--- src/rtl/cnot_gate_scheduler.sv ---
// ---------------------------------------------------------------------------
// cnot_gate_scheduler
//
// Purpose
//   Shares a single external 1-bit controlled-NOT gate (y = en ? !a : a)
//   between two requesters. A granted W-bit data word and its W-bit control
//   word are streamed LSB-first through the gate, one bit per cycle. The
//   gate outputs are collected into a W-bit result, which is returned on a
//   valid/ready response channel tagged with the owning requester id.
//   Arbitration is round-robin; requester 0 wins the first tie after reset.
//
// Ports
//   clk          in   1   clock, all state changes on the rising edge
//   rst          in   1   synchronous active-high reset
//   req0_valid   in   1   requester 0 has a word pending
//   req0_ready   out  1   requester 0 word accepted this cycle
//   req0_data    in   W   requester 0 data word
//   req0_ctrl    in   W   requester 0 control word (1 = invert that bit)
//   req1_valid   in   1   requester 1 has a word pending
//   req1_ready   out  1   requester 1 word accepted this cycle
//   req1_data    in   W   requester 1 data word
//   req1_ctrl    in   W   requester 1 control word
//   gate_a       out  1   data bit driven to the shared gate
//   gate_en      out  1   control bit driven to the shared gate
//   gate_y       in   1   gate result, combinational from gate_a/gate_en
//   rsp_valid    out  1   assembled result available
//   rsp_ready    in   1   consumer takes the result on rsp_valid & rsp_ready
//   rsp_data     out  W   assembled result
//   rsp_id       out  1   requester that owns rsp_data
//   busy         out  1   high whenever the scheduler is not idle
// ---------------------------------------------------------------------------
module cnot_gate_scheduler #(
    parameter int W = 8
) (
    input  logic         clk,
    input  logic         rst,
    input  logic         req0_valid,
    output logic         req0_ready,
    input  logic [W-1:0] req0_data,
    input  logic [W-1:0] req0_ctrl,
    input  logic         req1_valid,
    output logic         req1_ready,
    input  logic [W-1:0] req1_data,
    input  logic [W-1:0] req1_ctrl,
    output logic         gate_a,
    output logic         gate_en,
    input  logic         gate_y,
    output logic         rsp_valid,
    input  logic         rsp_ready,
    output logic [W-1:0] rsp_data,
    output logic         rsp_id,
    output logic         busy
);

    // Bit index is at least one bit wide so that W=1 still has a legal vector.
    localparam int BW = (W > 1) ? $clog2(W) : 1;

    typedef enum logic [1:0] {
        S_IDLE = 2'd0,
        S_RUN  = 2'd1,
        S_RESP = 2'd2
    } state_t;

    state_t         r_state;
    state_t         w_state_nxt;

    logic           r_last_grant;
    logic [BW-1:0]  r_bit_idx;
    logic [W-1:0]   r_data;
    logic [W-1:0]   r_ctrl;
    logic [W-1:0]   r_rsp_data;
    logic           r_rsp_id;

    logic           w_grant0;
    logic           w_grant1;
    logic           w_accept;
    logic           w_last_bit;
    logic           w_bit_a;
    logic           w_bit_en;

    assign w_accept   = w_grant0 | w_grant1;
    assign w_last_bit = (r_bit_idx == BW'(W - 1));

    assign req0_ready = w_grant0;
    assign req1_ready = w_grant1;
    assign rsp_data   = r_rsp_data;
    assign rsp_id     = r_rsp_id;
    assign busy       = (r_state != S_IDLE);

    // Select the current bit of the latched job. A compare-per-bit mux keeps
    // the index width independent of W (no out-of-range select for odd W).
    always_comb begin
        w_bit_a  = 1'b0;
        w_bit_en = 1'b0;
        for (int i = 0; i < W; i++) begin
            if (r_bit_idx == BW'(i)) begin
                w_bit_a  = r_data[i];
                w_bit_en = r_ctrl[i];
            end
        end
    end

    // State register
    always_ff @(posedge clk) begin
        if (rst) begin
            r_state <= S_IDLE;
        end else begin
            r_state <= w_state_nxt;
        end
    end

    // Next-state, grant and gate/response strobes
    always_comb begin
        w_state_nxt = r_state;
        w_grant0    = 1'b0;
        w_grant1    = 1'b0;
        gate_a      = 1'b0;
        gate_en     = 1'b0;
        rsp_valid   = 1'b0;

        case (r_state)
            S_IDLE: begin
                // Grants are suppressed while rst is high so that no
                // handshake is ever shown for a word that reset discards.
                if (!rst) begin
                    // On a tie the requester that did not win last time goes.
                    w_grant0 = req0_valid & (~req1_valid | r_last_grant);
                    w_grant1 = req1_valid & (~req0_valid | ~r_last_grant);
                end
                if (w_grant0 | w_grant1) begin
                    w_state_nxt = S_RUN;
                end
            end
            S_RUN: begin
                gate_a  = w_bit_a;
                gate_en = w_bit_en;
                if (w_last_bit) begin
                    w_state_nxt = S_RESP;
                end
            end
            S_RESP: begin
                rsp_valid = 1'b1;
                if (rsp_ready) begin
                    w_state_nxt = S_IDLE;
                end
            end
            default: begin
                w_state_nxt = S_IDLE;
            end
        endcase
    end

    // Control and response registers
    always_ff @(posedge clk) begin
        if (rst) begin
            r_last_grant <= 1'b1;
            r_bit_idx    <= '0;
            r_rsp_id     <= 1'b0;
            r_rsp_data   <= '0;
        end else begin
            if (w_accept) begin
                r_last_grant <= w_grant1;
                r_rsp_id     <= w_grant1;
                r_bit_idx    <= '0;
            end else if (r_state == S_RUN && !w_last_bit) begin
                r_bit_idx <= r_bit_idx + BW'(1);
            end

            // Gate result is sampled in the same cycle its operands are driven.
            if (r_state == S_RUN) begin
                for (int i = 0; i < W; i++) begin
                    if (r_bit_idx == BW'(i)) begin
                        r_rsp_data[i] <= gate_y;
                    end
                end
            end
        end
    end

    // Job operand latch; snapshot at grant so requesters may change their
    // inputs while the job is in flight.
    always_ff @(posedge clk) begin
        if (w_accept) begin
            r_data <= w_grant1 ? req1_data : req0_data;
            r_ctrl <= w_grant1 ? req1_ctrl : req0_ctrl;
        end
    end

endmodule

--- config.mk ---
export PLATFORM = sky130hd
export DESIGN_NAME = cnot_gate_scheduler
export DESIGN_NICKNAME = d
export VERILOG_FILES = /design/src/rtl/cnot_gate_scheduler.sv
export SDC_FILE = /design/constraint.sdc
export NUM_CORES = 1
export LEC_CHECK = 0
export CORE_MARGIN = 2
export CORE_UTILIZATION = 49
export CTS_CLUSTER_DIAMETER = 150
export DETAILED_ROUTE_END_ITERATION = 10
export GPL_TIMING_DRIVEN = 0
export PLACE_DENSITY = 0.85
export SLEW_MARGIN = 20
export SYNTH_ARGS = -nofsm -noshare
export SYNTH_HDL_FRONTEND = slang
export SYNTH_SLANG_ARGS = --single-unit
--- constraint.sdc ---
create_clock -name clk -period 2.7 [get_ports clk]
set_clock_uncertainty 0.1 [all_clocks]
set_input_delay 0.54 -clock clk [delete_from_list [all_inputs] [get_ports clk]]
set_output_delay 0.54 -clock clk [all_outputs]
set_load 0.05 [all_outputs]
==> flow_metrics.env <==
export IMPL_yosysTopAreaCellShare_pct=30.09
export IMPL_numPlacedInstances=245
export IMPL_reg2reg_setup_slack_ps=820
export IMPL_synth_area_leader_cell="sky130_fd_sc_hd__edfxtp_1"
export IMPL_final_net_count=252
export IMPL_drt_pre_antenna_iters=4
export IMPL_hold_path_startpoint="rsp_data[7]"
export IMPL_routed_wl_um=3815
export IMPL_ant_diodes=0
export IMPL_rows=20
export IMPL_post_route_util_pct=74.59
export IMPL_grt_pass1_vias=1348
export IMPL_timing_setup_tns_ps=0
export IMPL_power_switching_fraction_pct=26.59
export IMPL_synthesized_area_fraction_occupied_by_ao_oa_aoi_and_oai_cells_pct=12.85
export IMPL_final_area_um2=2296
export IMPL_timing_final_crit_period_ps=2613
export IMPL_floorplan_initialDensity_pct=51.87
export IMPL_synth_sequential_area_ratio_pct=48.90
export IMPL_critical_path_required_ps=2060
export IMPL_grtUsageMet1_pct=24.29
export IMPL_postPlaceCellArea_um2=2175
export IMPL_power_share_sequential_pct=51.4
export IMPL_drc=0
export IMPL_dp_slack_ps=-515.0
export IMPL_synth_xor_xnor_area_share_pct=0.5486
export IMPL_p_total_mw=1.037
export IMPL_wl_per_cell_um=15.08
export IMPL_finalWeightedCongestion=0.8901
export IMPL_clock_tree_htree_level_count=2
export IMPL_postLayoutSetupSlackWorst_ps=87.42
export IMPL_fmaxAchievable_mhz=382.8
export IMPL_io_pins=53
export IMPL_synthesis_instances=150
export IMPL_fillerInstances=227
export IMPL_asyncSetResetFlopFracSynth_pct=0
export IMPL_yosys_cell_types_count=34
export IMPL_rsz0062_at_grt="false"
export IMPL_grtUsageMet2_pct=41.03
export IMPL_grt_max_degree=17
export IMPL_timing_setup_critical_path_class="primary input to primary output"
export IMPL_critPathMaxFanout=10
export IMPL_vdd_drop_max_mv=0.3093
export IMPL_outcome="finished clean"
export IMPL_number_of_buffers_added_by_the_clock_tree_synthesis_step=5
export IMPL_netlist_top_cells_area="sky130_fd_sc_hd__edfxtp_1 30%, sky130_fd_sc_hd__dfxtp_1 19%, sky130_fd_sc_hd__mux2_4 6.6%, sky130_fd_sc_hd__mux2_2 6.3%, sky130_fd_sc_hd__ha_1 4.7%"
export IMPL_hold_depth=2
export IMPL_critical_path_arrival_ps=1970
export IMPL_ys_dominant_reg_cell="sky130_fd_sc_hd__edfxtp_1"
export IMPL_layout_worst_path_cycle_share_pct=96.76
export IMPL_synth_enable_flop_cells=16
export IMPL_drt_initial_drc_count=36
export IMPL_p_leak_nw=0.8389
export IMPL_cts_tree="yes"
export IMPL_synth_adder_area_share_pct=4.702
export IMPL_worstSetupStartpointType="primary input"
export IMPL_grt_busiest_layer="met2"
export IMPL_syn_mean_instance_area_um2=10.64
export IMPL_synth_simple_gate_area_share_pct=16.22
export IMPL_setup_violations=0
export IMPL_cp_end_kind="primary output"
export IMPL_power_share_clock_pct=27.2
export IMPL_timing_hold_worst_endpoint="rsp_data[7]"
export IMPL_floorplan_die_height_um=61.08
export IMPL_cts_num_sinks=31
export IMPL_synthesis_yosys_warnings=0
export IMPL_synth_top_family_by_area="simple AND/OR/NAND/NOR gates"
export IMPL_antenna_violations_before_repair=0
export IMPL_floorplan_die_width_um=61.08
export IMPL_vias_per_cell=5.478
export IMPL_ys_ff_latch=31
export IMPL_core_area_um2=3078
export IMPL_clk_root_buf="sky130_fd_sc_hd__clkbuf_4"
export IMPL_finalNonFillerCells=253
export IMPL_syn_num_nets=194
export IMPL_comb_power_share_pct=21.4
export IMPL_reg2reg_from="r_state[1]"
export IMPL_post_route_cells_drive_above_1_share_pct=24.88
export IMPL_die_area_um2=3731
export IMPL_timing_hold_ws_ps=365.2
export IMPL_clk_pin_slew_worst_paths_ps=90
export IMPL_clock_path_buffers=2
export IMPL_flow_area_growth_from_synthesis_pct=43.81
export IMPL_power_density_cell_area_nw_per_um2=451.7
export IMPL_slew_violations=0
export IMPL_count_of_max_cap_constraint_violations=0
export IMPL_via_count=1386
export IMPL_grt_util_met3_pct=8.193
export IMPL_worstReg2RegEnd="r_ctrl[1]"
export IMPL_power_report_internal_total_mw=0.7614
export IMPL_power_switching_mw=0.2757
export IMPL_reg2regPathDepth=4
export IMPL_insertion_delay_ps=320
export IMPL_share_of_synthesized_area_spent_on_multiplexers_pct=12.93
export IMPL_first_pass_grt_wire_length_um=5989
export IMPL_route_antenna_remaining_nets=0
export IMPL_global_route_overflow_total=0
export IMPL_hold_path_class="flip-flop to flip-flop"
export IMPL_syn_area_um2=1597
export IMPL_post_dp_hpwl_um=2908
export IMPL_tightest_slew_ps=714.4
export IMPL_cp_startpoint="rst"
export IMPL_track_usage_pct=22.58
export IMPL_port_buffers=51
export IMPL_number_of_hold_slack_violations_in_the_final_timing_report=0
export IMPL_yosys_top_cells_count="16 x sky130_fd_sc_hd__edfxtp_1, 16 x sky130_fd_sc_hd__nand2_1, 15 x sky130_fd_sc_hd__dfxtp_1, 12 x sky130_fd_sc_hd__a21oi_1, 9 x sky130_fd_sc_hd__mux2_2"
export IMPL_slew_headroom_pct=52.27
[cells by family (layout without fill, tap and decap cells)]
family,count (synthesis),count (layout)
simple gates,49,49
compound gates,33,33
flops,31,31
mux,16,16
buf+inv,14,73
fa+ha+maj,6,6
xor+xnor,1,1
[layout make-up]
cell class | count | area [µm²] | area share, %
Tap cell | 44 | 55.05 | 2.398
Buffer | 6 | 45.04 | 1.962
Clock inverter | 1 | 5.005 | 0.2180
Timing Repair Buffer | 53 | 520.5 | 22.67
Sequential cell | 31 | 788.3 | 34.33
Multi-Input combinational cell | 105 | 804.5 | 35.04
Inverter | 6 | 22.52 | 0.9809
Clock buffer | 7 | 55.05 | 2.398
[what timing repair did]
item                       in CTS  in global routing
hold buffers                    0                  0
resized for setup              27                 20
setup buffers                   0                  2
hold endpoints to repair        0                  0
setup endpoints to repair       4                  4
pin swaps                       0                  5
[worst max path at each step]
stage,end,slack [ps],depth (start not counted)
3_3_place_gp,req1_ready,-450,6
3_5_place_dp,req1_ready,-520,6
6_report,req1_ready,90,6
4_1_cts,gate_en,10,7
2_1_floorplan,gate_a,270,7
5_1_grt,gate_en,9,8
[power groups by stage]
stage          logic [mW]  registers [mW]  clock network, mW
6_report            0.222           0.533              0.282
5_1_grt             0.237           0.536              0.304
4_1_cts             0.211           0.532              0.286
3_5_place_dp        0.210           0.543                  0
3_3_place_gp        0.201           0.542                  0
2_1_floorplan       0.109           0.550                  0
[state kept, by name (all words and copies together), names as in the netlist]
signal / flops
rsp_data: 8
r_bit_idx: 3
r_last_grant: 1
rsp_id: 1
r_ctrl: 8
r_state: 2
r_data: 8
[critical path: stages]
cell,delay (ps)
sky130_fd_sc_hd__clkdlybuf4s50_1,520
sky130_fd_sc_hd__nor3_4,300
sky130_fd_sc_hd__nand3_4,120
sky130_fd_sc_hd__buf_6,170
sky130_fd_sc_hd__inv_1,80
sky130_fd_sc_hd__clkbuf_4,230
[placed cells by master (no fill, tap or decap), types with 2 or more instances in the layout]
cell,count
sky130_fd_sc_hd__buf_4,2
sky130_fd_sc_hd__or2_2,2
sky130_fd_sc_hd__nor2_1,7
sky130_fd_sc_hd__dfxtp_2,3
sky130_fd_sc_hd__edfxtp_1,16
sky130_fd_sc_hd__buf_6,5
sky130_fd_sc_hd__mux2_4,7
sky130_fd_sc_hd__clkdlybuf4s50_1,47
sky130_fd_sc_hd__nand2b_1,3
sky130_fd_sc_hd__o21ai_0,6
sky130_fd_sc_hd__inv_1,6
sky130_fd_sc_hd__nor3_1,3
sky130_fd_sc_hd__clkbuf_1,3
sky130_fd_sc_hd__a21oi_1,12
sky130_fd_sc_hd__ha_2,5
sky130_fd_sc_hd__mux2_2,9
sky130_fd_sc_hd__nand4_1,3
sky130_fd_sc_hd__a221oi_2,2
sky130_fd_sc_hd__nor2b_1,2
sky130_fd_sc_hd__nand2_1,16
sky130_fd_sc_hd__nand3_1,8
sky130_fd_sc_hd__o22ai_2,2
sky130_fd_sc_hd__o22a_1,2
sky130_fd_sc_hd__clkbuf_4,6
sky130_fd_sc_hd__dfxtp_1,11
[per-layer routing]
metal,vias to the layer above,share of wire [%]
met1,641,38
met3,8,7.7
met5,-,0
met4,0,1.3
li1,664,-
met2,73,53
(Power assumes the default switching activity.)
